==> src/rtl/csm_arbiter.sv <==
// Two-port arbiter and lock controller for a small shared register store.
// Round-robin resolves contested holds and same-address writes; outcomes are registered pulses.
module csm_arbiter #(
  parameter int DEPTH = 4,
  parameter int WIDTH = 8,
  localparam int AW = $clog2(DEPTH)
) (
  input  logic             clk,
  input  logic             reset,
  input  logic             a_req,
  input  logic             a_we,
  input  logic [AW-1:0]    a_addr,
  input  logic [WIDTH-1:0] a_wdata,
  input  logic             a_hold,
  input  logic             a_rel,
  input  logic             b_req,
  input  logic             b_we,
  input  logic [AW-1:0]    b_addr,
  input  logic [WIDTH-1:0] b_wdata,
  input  logic             b_hold,
  input  logic             b_rel,
  output logic             a_gnt,
  output logic [WIDTH-1:0] a_rdata,
  output logic             a_err,
  output logic             a_owns,
  output logic             b_gnt,
  output logic [WIDTH-1:0] b_rdata,
  output logic             b_err,
  output logic             b_owns
);

  typedef enum logic [1:0] {FREE, A_LOCK, B_LOCK} lock_t;

  lock_t            state, state_n;
  logic             rr, rr_n;
  logic [WIDTH-1:0] mem [DEPTH];

  logic a_bad, b_bad, a_acc, b_acc, a_hld, b_hld, a_rl, b_rl;
  logic a_may, b_may;
  logic a_gnt_n, b_gnt_n, a_err_n, b_err_n;
  logic a_acc_gnt, b_acc_gnt;
  logic a_wr, b_wr, a_rd, b_rd;

  assign a_owns = (state == A_LOCK);
  assign b_owns = (state == B_LOCK);

  // A port raising more than one command in a cycle is rejected outright.
  assign a_bad = (a_req & a_hold) | (a_req & a_rel) | (a_hold & a_rel);
  assign b_bad = (b_req & b_hold) | (b_req & b_rel) | (b_hold & b_rel);
  assign a_acc = a_req & ~a_bad;
  assign b_acc = b_req & ~b_bad;
  assign a_hld = a_hold & ~a_bad;
  assign b_hld = b_hold & ~b_bad;
  assign a_rl  = a_rel & ~a_bad;
  assign b_rl  = b_rel & ~b_bad;
  assign a_may = (state == FREE) || (state == A_LOCK);
  assign b_may = (state == FREE) || (state == B_LOCK);

  always_comb begin
    state_n   = state;
    rr_n      = rr;
    a_gnt_n   = 1'b0;
    b_gnt_n   = 1'b0;
    a_err_n   = a_bad;
    b_err_n   = b_bad;
    a_acc_gnt = 1'b0;
    b_acc_gnt = 1'b0;

    if (a_hld && b_hld && state == FREE) begin
      if (!rr) begin
        a_gnt_n = 1'b1;
        b_err_n = 1'b1;
        state_n = A_LOCK;
      end else begin
        b_gnt_n = 1'b1;
        a_err_n = 1'b1;
        state_n = B_LOCK;
      end
      rr_n = ~rr;
    end else begin
      if (a_hld) begin
        if (a_may) begin
          a_gnt_n = 1'b1;
          state_n = A_LOCK;
        end else begin
          a_err_n = 1'b1;
        end
      end
      if (b_hld) begin
        if (b_may) begin
          b_gnt_n = 1'b1;
          state_n = B_LOCK;
        end else begin
          b_err_n = 1'b1;
        end
      end
    end

    // Only the owner may release; anything else is rejected without effect.
    if (a_rl) begin
      if (state == A_LOCK) begin
        a_gnt_n = 1'b1;
        state_n = FREE;
      end else begin
        a_err_n = 1'b1;
      end
    end
    if (b_rl) begin
      if (state == B_LOCK) begin
        b_gnt_n = 1'b1;
        state_n = FREE;
      end else begin
        b_err_n = 1'b1;
      end
    end

    if (a_acc && !a_may) a_err_n = 1'b1;
    if (b_acc && !b_may) b_err_n = 1'b1;

    // Same-address double write: rr winner proceeds, loser stalls silently.
    if (a_acc && a_may && b_acc && b_may) begin
      if (a_we && b_we && a_addr == b_addr) begin
        a_acc_gnt = ~rr;
        b_acc_gnt = rr;
        rr_n      = ~rr;
      end else begin
        a_acc_gnt = 1'b1;
        b_acc_gnt = 1'b1;
      end
    end else begin
      a_acc_gnt = a_acc && a_may;
      b_acc_gnt = b_acc && b_may;
    end

    a_gnt_n = a_gnt_n | a_acc_gnt;
    b_gnt_n = b_gnt_n | b_acc_gnt;
  end

  assign a_wr = a_acc_gnt & a_we;
  assign b_wr = b_acc_gnt & b_we;
  assign a_rd = a_acc_gnt & ~a_we;
  assign b_rd = b_acc_gnt & ~b_we;

  // Reads sample the pre-edge contents, so a same-cycle write is not visible.
  always_ff @(posedge clk) begin
    if (reset) begin
      state   <= FREE;
      rr      <= 1'b0;
      a_gnt   <= 1'b0;
      b_gnt   <= 1'b0;
      a_err   <= 1'b0;
      b_err   <= 1'b0;
      a_rdata <= '0;
      b_rdata <= '0;
      for (int i = 0; i < DEPTH; i++) mem[i] <= '0;
    end else begin
      state <= state_n;
      rr    <= rr_n;
      a_gnt <= a_gnt_n;
      b_gnt <= b_gnt_n;
      a_err <= a_err_n;
      b_err <= b_err_n;
      if (a_rd) a_rdata <= mem[a_addr];
      if (b_rd) b_rdata <= mem[b_addr];
      if (a_wr) mem[a_addr] <= a_wdata;
      if (b_wr) mem[b_addr] <= b_wdata;
    end
  end

endmodule
==> config.mk <==
export PLATFORM = sky130hd
export DESIGN_NAME = csm_arbiter
export DESIGN_NICKNAME = d
export VERILOG_FILES = /design/src/rtl/csm_arbiter.sv
export SDC_FILE = /design/constraint.sdc
export NUM_CORES = 1
export LEC_CHECK = 0
export CAP_MARGIN = 10
export CORE_ASPECT_RATIO = 1.25
export CORE_MARGIN = 2
export CORE_UTILIZATION = 54
export DETAILED_ROUTE_END_ITERATION = 10
export PLACE_DENSITY_LB_ADDON = 0.08
export RECOVER_POWER = 50
export SYNTH_ARGS = -nofsm -noshare
export SYNTH_HDL_FRONTEND = slang
export SYNTH_SLANG_ARGS = --single-unit
==> constraint.sdc <==
create_clock -name clk -period 6.9 [get_ports clk]
set_input_delay 0.69 -clock clk [delete_from_list [all_inputs] [get_ports clk]]
set_output_delay 0.69 -clock clk [all_outputs]
set_load 0.02 [all_outputs]
==> reports/qor.yml, run 1 <==
dr.pass1.iters: 5
setup_tns_ns: 0
synth_seq_cells: 55
crit_required_ns: 6.93
path_delay_family: "simple AND/OR/NAND/NOR gates"
ctsResizeCount: 0
synth.net_count: 307
peakVddDrop_mv: 0.09574
maxSlewViolCount: 16
path_cells: "dlygate4sd3_1 > xor2_1 > nor4_1 > nor3_1 > or3_1"
dp_hpwl_um: 5289
wirelength_um: 7009
grt_setup_unrepaired: "false"
synthArstFlopShare_pct: 0
antenna_found_initial: 0
hold_buffers: 0
reg2reg_from: "state[0]$_SDFF_PP0_"
cp-startpoint: "b_addr[0]"
cts_sinks: 55
clk_latency_ns: 0.31
cts_buffers: 5
holdWs_ns: 0.4544
pre_cts_ws_ns: 3.048
grt_max_degree: 44
io_pins: 52
dieArea_mm2: 0.006524
vias_per_cell: 6.298
power.leakage_uw: 0.001315
n_antenna_cell: 0
end_kind: "flop"
clock_path_buffers: 2
std_cell_rows: 31
nNetsFinal: 346
path_class: "in2reg"
grt_overflow_total: 0
yosysUniqueCellTypes: 50
skew_ns: 0.007204
syn_area_per_cell_um2: 11.48
ys_warn_count: 0
portBuffers: 51
drc: 0
crit_path_top_delay_cell: "nor4_1"
fmax_mhz: 200.0
tightestPinTransition_ns: 2.327
wire_per_inst_um: 18.30
start_kind: "input port"
nFillCells: 480
cts_tree: "done"
crit_fanout: 15
netlist_area_mm2: 0.003181
p_sw_share_pct: 26.30
die-width_um: 72.65
failed_checks: "capacitance limit, slew limit"
num_vias: 2412
pwr-share-clk_pct: 28.9
period_minus_slack_ns: 4.999
finalWorstSetupSlack_ns: 1.901
pwr-share-seq_pct: 56.4
hold_viol: 0
clk_pin_slew_ns: 0.10
cts_max_level: 2
antenna_left: 0
cap_viol_max_count: 1
syn2layout_area_growth_pct: 16.44
fin_crit_sh_pct: 72.45
layout-drive-gt1-share_pct: 14.51
yosysSeqAreaShare_pct: 44.69
core_area_mm2: 0.005741
grt_pass1_vias: 2241
grt.total_usage_pct: 22.54
synth_edf_count: 32
hold_class: "reg2reg"
hp-start: "b_rdata[4]$_SDFFE_PP0P_"
grt_pass1_wl_um: 11450
critical_path_arrival_ns: 5.03
place_congestion: 0.8598
dr.first_iter.drc_count: 151
synth_flop_cell: "edfxtp_1"
setup_viol: 0
p_sw_uw: 170.5
cts-root-buf: "clkbuf_8"
final_cell_mix: "nand2_1 (53), edfxtp_1 (32), clkdlybuf4s50_1 (27)"
slew_headroom_pct: -56.57
die_y_um: 89.81
status: "complete, but fails checks"
critPathBufInv: 1
layout_commonest_cell: "nand2_1"
post_cts_buffers: 0
p_int_uw: 477.8
initial_utilization_pct: 55.41
syn_inst: 277
power_density_mw_per_mm2: 175.0
slowest_delay_ns: 1.86
pwr-share-comb_pct: 14.6
layout make-up:
type / count / area (µm²) / share of cell area [%]
multi-input cells: 198 / 1569 / 42.36
repair buffers: 52 / 518.0 / 13.99
flip-flops and latches: 55 / 1421 / 38.38
well taps: 66 / 82.58 / 2.230
inverters: 4 / 15.01 / 0.4054
clock inverters: 3 / 28.78 / 0.7770
clock buffers: 5 / 68.82 / 1.858
cells by family (layout without fill, tap and decap cells):
family                    Yosys count  after routing  share of synthesized area (%)
xor gates and xnor gates            2              2                         0.5508
buffers and inverters              24             64                          5.035
and+or+nand+nor                   110            110                          20.46
muxes                              24             24                          15.11
AOI/OAI and AO/OA                  62             62                          14.16
DFF                                55             55                          44.69
power by group through the flow:
stage	registers (µW)	clock network [µW]	logic [µW]
after floorplan	373	0	58.9
after global placement	373	0	96.5
after detailed placement	374	0	98.1
after CTS	366	190	98.3
after global routing	367	199	103
final	366	187	94.9
per-layer routing:
layer,part of all wire (%),track usage (%),up-vias
met5,0,0,-
met4,2.0,8.488,0
met3,5.8,3.251,13
met2,50,35.45,105
met1,43,31.44,1140
li1,-,-,1154
sequential cells by signal (all words and copies together) (netlist names):
name     count
a_err        1
b_rdata      8
rr           1
a_gnt        1
b_gnt        1
state        2
b_err        1
a_rdata      8
mem         32
stage by stage:
| step | utilization, % | cells | cell area, µm² | power, µW |
|---|---|---|---|---|
| 4_1_cts | 65.04 | 383 | 3734 | 654.6 |
| 3_5_place_dp | 63.34 | 375 | 3636 | 471.6 |
| 6_report | 64.52 | 383 | 3704 | 648.3 |
| 3_3_place_gp | 63.34 | 375 | 3636 | 469.5 |
| 2_1_floorplan | - | 277 | 3181 | 432.1 |
| 5_1_grt | 64.52 | 383 | 3704 | 668.8 |
worst register-to-register path: cells and delay by family, from the launching register on:
| family | cells | cell delay [ns] |
|---|---|---|
| DFF | 1 | 0.43 |
| and+or+nand+nor | 4 | 3.62 |
Yosys cell counts (all sizes together) (2+ instances only):
master | instances | area [µm²]
a221oi | 2 | 23.77
nor4b | 6 | 86.33
nor3 | 4 | 25.02
xor2 | 2 | 17.52
a21oi | 23 | 115.1
mux4 | 16 | 360.4
nand3 | 2 | 10.01
buf | 10 | 87.58
or4b | 3 | 33.78
nand3b | 3 | 22.52
a22o | 11 | 96.34
dfxtp | 23 | 460.4
mux2 | 8 | 120.1
nand2 | 53 | 198.9
nor2b | 2 | 12.51
nand2b | 4 | 25.02
or4 | 2 | 20.02
a32o | 13 | 130.1
inv | 4 | 15.01
nor2 | 8 | 30.03
clkbuf | 10 | 57.56
edfxtp | 32 | 960.9
o21ai | 7 | 35.03
nor4 | 13 | 117.6
or3 | 3 | 18.77
and2 | 3 | 18.77
and2b | 2 | 16.27
path summary, 6_finish.rpt:
| kind | slack, ns | cells after the start | to |
|---|---|---|---|
| max | 1.90 | 5 | mem[2][5]$_DFFE_PP_ |
| min | 0.45 | 2 | b_rdata[4]$_SDFFE_PP0P_ |
| min reg2reg | 0.45 | 2 | b_rdata[4]$_SDFFE_PP0P_ |
| max reg2reg | 2.58 | 4 | mem[2][5]$_DFFE_PP_ |
No activity file was read; power rests on OpenSTA's default activity.
==> inputs of run 2 (changes only) <==
==> constraint.sdc (replaced) <==
create_clock -name clk -period 4.69 [get_ports clk]
set_input_delay 0.469 -clock clk [delete_from_list [all_inputs] [get_ports clk]]
set_output_delay 0.469 -clock clk [all_outputs]
set_load 0.02 [all_outputs]
==> run 2 against run 1 <==
  * The run now ends clean
  * Sequential cell count is the same
  * Worst setup slack lost 0.60 ns
  * Cell count rose by 0.78%
  * Critical path type unchanged
  * Critical endpoint is now mem[2][2]$_DFFE_PP_
==> reports/qor.yml, run 2 (synthesized netlist as in run 1, its figures left out) <==
hold_class: "reg2reg"
largest_reg_flops: 32  # unchanged
finalNonFillerCells: 386  # +0.78%
cts_buffers: 5  # unchanged
portBuffers: 51  # unchanged
grt_pass1_vias: 2262  # +0.94%
std_cell_rows: 31  # unchanged
critical_path_arrival_ns: 3.40  # -1.63 ns
n_antenna_cell: 0  # unchanged
layout-drive-gt1-share_pct: 15.31  # +0.80 points
clock_path_buffers: 2  # unchanged
path_class: "in2reg"
place_inst: 378  # +0.80%
wire_per_inst_um: 18.32  # about the same
tightestPinTransition_ns: 1.061  # -1.266 ns
vias_per_cell: 6.249  # -0.78%
design_area_mm2: 0.003732  # +0.78%
nNetsFinal: 349  # +0.87%
use_met1_pct: 30.58  # -0.86 points
path_cells: "dlygate4sd3_1 > xor2_1 > nor4_4 > nor3_1 > or3_1"
cap_viol_max_count: 0  # -1
clk_latency_ns: 0.31  # about the same
antenna_found_initial: 0  # unchanged
post_cts_buffers: 0  # unchanged
top_usage_layer: "met2"
core_area_mm2: 0.005741  # unchanged
cts-root-buf: "clkbuf_8"
antenna_left: 0  # unchanged
grt_overflow_total: 0  # unchanged
setup_tns_ns: 0  # unchanged
cts_max_level: 2  # unchanged
grt_setup_unrepaired: "false"
power.leakage_uw: 0.001328  # +1.0%
crit_required_ns: 4.71  # -2.22 ns
peakVddDrop_mv: 0.1623  # +70%
dieArea_mm2: 0.006524  # unchanged
die-width_um: 72.65  # unchanged
ctsResizeCount: 0  # unchanged
final_cell_mix: "nand2_1 (53), edfxtp_1 (32), clkdlybuf4s50_1 (26)"
met3_usage_pct: 4.821  # +1.6 points
hold_viol: 0  # unchanged
dr.first_iter.drc_count: 191  # +26%
io_pins: 52  # unchanged
wirelength_um: 7070  # +0.87%
end_kind: "flop"
grt_max_degree: 37  # -16%
grt_pass1_wl_um: 11590  # +1.1%
crit_fanout: 15  # unchanged
cts_sinks: 55  # unchanged
status: "complete, no violations"
grt.total_usage_pct: 23.03  # +0.49 points
layout_commonest_cell: "nand2_1"
slowest_delay_ns: 1.04  # -0.82 ns
hold_buffers: 0  # unchanged
fin_crit_sh_pct: 72.22
skew_ns: 0.008194  # +0.0009897 ns
slew_headroom_pct: 28.62  # +85 points
place_congestion: 0.8548  # -0.58%
initial_utilization_pct: 55.41  # unchanged
num_vias: 2412  # unchanged
dr.pass1.iters: 4  # -1
start_kind: "input port"
top_register: "mem"
largestRegisters: "mem (32), a_rdata (8), b_rdata (8)"
use_met2_pct: 36.44  # +0.98 points
fmax_mhz: 295.2
clk_pin_slew_ns: 0.10  # about the same
dp_hpwl_um: 5415  # +2.4%
die_y_um: 89.81  # unchanged
dpl_cell_area_mm2: 0.003659  # +0.62%
maxSlewViolCount: 0  # -16
setup_viol: 0  # unchanged
syn2layout_area_growth_pct: 17.35
power_density_mw_per_mm2: 255.2  # +46%
period_minus_slack_ns: 3.387
drc: 0  # unchanged
cts_tree: "done"
crit_path_top_delay_cell: "dlygate4sd3_1"
[run 2: critical path, delay by kind of cell]
family        cells  cell delay [ns]
buf+inv           1             1.04
simple gates      3             1.58
xor+xnor          1             0.31
[run 2: path summary, 6_finish.rpt]
kind                            from                 endpoint  slack, ns  depth (start not counted)
max                        b_addr[0]      mem[2][2]$_DFFE_PP_       1.30                          5
max reg2reg      state[0]$_SDFF_PP0_      mem[2][2]$_DFFE_PP_       1.70                          4
min reg2reg  b_rdata[4]$_SDFFE_PP0P_  b_rdata[4]$_SDFFE_PP0P_       0.45                          2
min          b_rdata[4]$_SDFFE_PP0P_  b_rdata[4]$_SDFFE_PP0P_       0.45                          2
[run 2: report_power, final]
part | leakage [µW] | internal [µW] | total (µW) | switching, µW
logic | 0.000757 | 65.9 | 142 | 75.7
clock network | 0.0000452 | 113 | 273 | 159
registers | 0.000526 | 526 | 538 | 12.1
[run 2: final cells by class]
type                            instances  area, µm²
Tap cell                               66      82.58
Fill cell                             488       2008
Clock inverter                          2      16.27
Inverter                                4      15.01
Multi-Input combinational cell        198       1580
Clock buffer                            6      76.32
Sequential cell                        55       1421
Timing Repair Buffer                   55      540.5
[run 2: layer usage]
metal / up-vias / wire, µm / part of all wire [%]
met4: 0 / 180 / 2.5
met2: 102 / 3515 / 50
met5: - / 0 / 0
met3: 18 / 472 / 6.7
li1: 1162 / - / -
met1: 1130 / 2902 / 41
[run 2: through the flow]
| stage | util [%] | setup WS, ns | hold WS, ns | total power (µW) |
|---|---|---|---|---|
| finish | 65.02 | 1.303 | 0.4532 | 952.5 |
| global route | 65.02 | 1.044 | 0.4751 | 984.5 |
| CTS | 65.34 | 1.443 | 0.4596 | 962.2 |
| detailed placement | 63.73 | 1.115 | 0.4459 | 695.0 |
| global placement | 63.73 | 1.156 | 0.4432 | 692.7 |
| floorplan | - | 2.199 | 0.5013 | 635.7 |
==> inputs of run 3 (changes only) <==
==> constraint.sdc (replaced) <==
create_clock -name clk -period 3.2 [get_ports clk]
set_input_delay 0.32 -clock clk [delete_from_list [all_inputs] [get_ports clk]]
set_output_delay 0.32 -clock clk [all_outputs]
set_load 0.02 [all_outputs]
==> run 3 against run 2 <==
  * Non-clock buffer count grew 9
  * Combinational power grew 51%
  * Sequential cell count is the same
  * Final area grew 1.4%
  * Worst setup slack lost 0.99 ns
  * Highest routed layer unchanged
  * Critical path type unchanged
  * Wire length grew 0.47%
==> reports/qor.yml, run 3 (synthesized netlist as in run 1, its figures left out) <==
power_density_mw_per_mm2: 366.0  # +43%
path_class: "in2reg"
dr.pass1.iters: 4  # unchanged
power.leakage_uw: 0.001360  # +2.4%
crit_required_ns: 3.36  # -1.35 ns
die-width_um: 72.65  # unchanged
largest_reg_flops: 32  # unchanged
start_kind: "input port"
hp-start: "b_rdata[5]$_SDFFE_PP0P_"
hold_class: "reg2reg"
peakVddDrop_mv: 0.2305  # +42%
dpl_cell_area_mm2: 0.003726  # +1.8%
ctsResizeCount: 0  # unchanged
grt_pass1_wl_um: 11820  # +2.0%
hold_buffers: 0  # unchanged
skew_ns: 0.008269  # +0.00007555 ns
antenna_found_initial: 0  # unchanged
grt_max_degree: 43  # +16%
grt_pass1_vias: 2397  # +6.0%
pwr-share-comb_pct: 15.4  # +0.5 points
std_cell_rows: 31  # unchanged
grt_setup_unrepaired: "false"
cts_tree: "done"
antenna_left: 0  # unchanged
maxSlewViolCount: 0  # unchanged
grt.total_usage_pct: 22.89  # -0.14 points
fin_crit_sh_pct: 90.20
layout_commonest_cell: "nand2_1"
crit_path_top_delay_cell: "nor4b_2"
num_vias: 2412  # unchanged
crit_fanout: 16  # +1
clock_path_buffers: 2  # unchanged
cts_sinks: 55  # unchanged
p_int_uw: 1031  # +46%
cts_max_level: 2  # unchanged
place_congestion: 0.8658  # +1.3%
reg2reg_to: "mem[0][4]$_DFFE_PP_"
slowest_delay_ns: 0.81  # -0.23 ns
die_y_um: 89.81  # unchanged
status: "complete, no violations"
nNetsFinal: 358  # +2.6%
hold_viol: 0  # unchanged
pwr-share-clk_pct: 27.7  # -0.9 points
dieArea_mm2: 0.006524  # unchanged
top_register: "mem"
cts-root-buf: "clkbuf_8"
wirelength_um: 7103  # +0.47%
layout-drive-gt1-share_pct: 16.41  # +1.1 points
setup_viol: 0  # unchanged
finalNonFillerCells: 395  # +2.3%
wire_per_inst_um: 17.98  # -1.8%
setup_tns_ns: 0  # unchanged
path_cells: "dlygate4sd3_1 > or4b_1 > clkbuf_1 > nor4b_2 > a32o_1"
cap_viol_max_count: 0  # unchanged
r2r_slack_ns: 0.55  # -1.15 ns
p_sw_uw: 355.1  # +44%
largestRegisters: "mem (32), a_rdata (8), b_rdata (8)"
portBuffers: 51  # unchanged
end_kind: "flop"
post_cts_buffers: 0  # unchanged
min_to: "b_rdata[5]$_SDFFE_PP0P_"
io_pins: 52  # unchanged
cts_buffers: 5  # unchanged
clk_pin_slew_ns: 0.09  # about the same
core_area_mm2: 0.005741  # unchanged
design_area_mm2: 0.003786  # +1.4%
holdWs_ns: 0.4571  # +0.003860 ns
cp-startpoint: "a_hold"
vias_per_cell: 6.106  # -2.3%
dp_hpwl_um: 5345  # -1.3%
place_inst: 387  # +2.4%
n_antenna_cell: 0  # unchanged
clk_latency_ns: 0.30  # about the same
finish.utilization_pct: 65.95  # +0.94 points
final_cell_mix: "nand2_1 (53), edfxtp_1 (32), clkdlybuf4s50_1 (27)"
drc: 0  # unchanged
dr.first_iter.drc_count: 138  # -28%
syn2layout_area_growth_pct: 19.04
r2r_cells: 4  # unchanged
period_minus_slack_ns: 2.886
critical_path_arrival_ns: 3.04  # -0.36 ns
fmax_mhz: 346.5
p_sw_share_pct: 25.63  # -0.28 points
initial_utilization_pct: 55.41  # unchanged
reg2reg_from: "state[1]$_SDFF_PP0_"
tightestPinTransition_ns: 0.8834  # -0.1775 ns
pwr-share-seq_pct: 56.9  # +0.4 points
hold_path_depth: 2  # unchanged
slew_headroom_pct: 40.61  # +12 points
grt_overflow_total: 0  # unchanged
run 3: area by class of cell:
cell class | count | area, µm²
repair buffers | 64 | 596.8
clock inverters | 2 | 17.52
multi-input cells | 198 | 1580
flip-flops and latches | 55 | 1421
well taps | 66 | 82.58
inverters | 4 | 15.01
clock buffers | 6 | 72.57
fillers | 480 | 1954
run 3: routing by layer:
layer	vias up	GRT usage [%]	share of wire, %
li1	1176	-	-
met1	1134	33.53	44
met2	97	36.06	49
met3	5	3.587	5.7
met4	0	4.938	0.89
met5	-	0	0
run 3: worst max-delay path by stage:
stage                                to  slack (ns)  depth (start not counted)
finish              mem[0][4]$_DFFE_PP_        0.31                          5
global route        mem[1][2]$_DFFE_PP_        0.18                          5
CTS                 mem[0][2]$_DFFE_PP_        0.45                          5
detailed placement  mem[0][6]$_DFFE_PP_        0.14                          5
global placement    mem[0][1]$_DFFE_PP_        0.20                          5
floorplan           mem[1][0]$_DFFE_PP_        0.86                          6
run 3: critical path, delay by kind of cell:
kind | cells | cell delay [ns]
AND/OR/NAND/NOR | 2 | 1.46
buffers and inverters | 2 | 0.97
AO/OA/AOI/OAI | 1 | 0.30
run 3: power groups by stage:
stage	Sequential [µW]	Combinational, µW	Clock [µW]
global placement	803	216	0
detailed placement	805	219	0
finish	789	214	383
CTS	789	220	395
global route	792	232	418
floorplan	805	127	0
run 3: stage by stage:
step | power [µW] | setup WS [ns]
final | 1386 | 0.3136
after global placement | 1018 | 0.1956
after CTS | 1404 | 0.4525
after global routing | 1441 | 0.1769
after floorplan | 931.7 | 0.8583
after detailed placement | 1024 | 0.1375
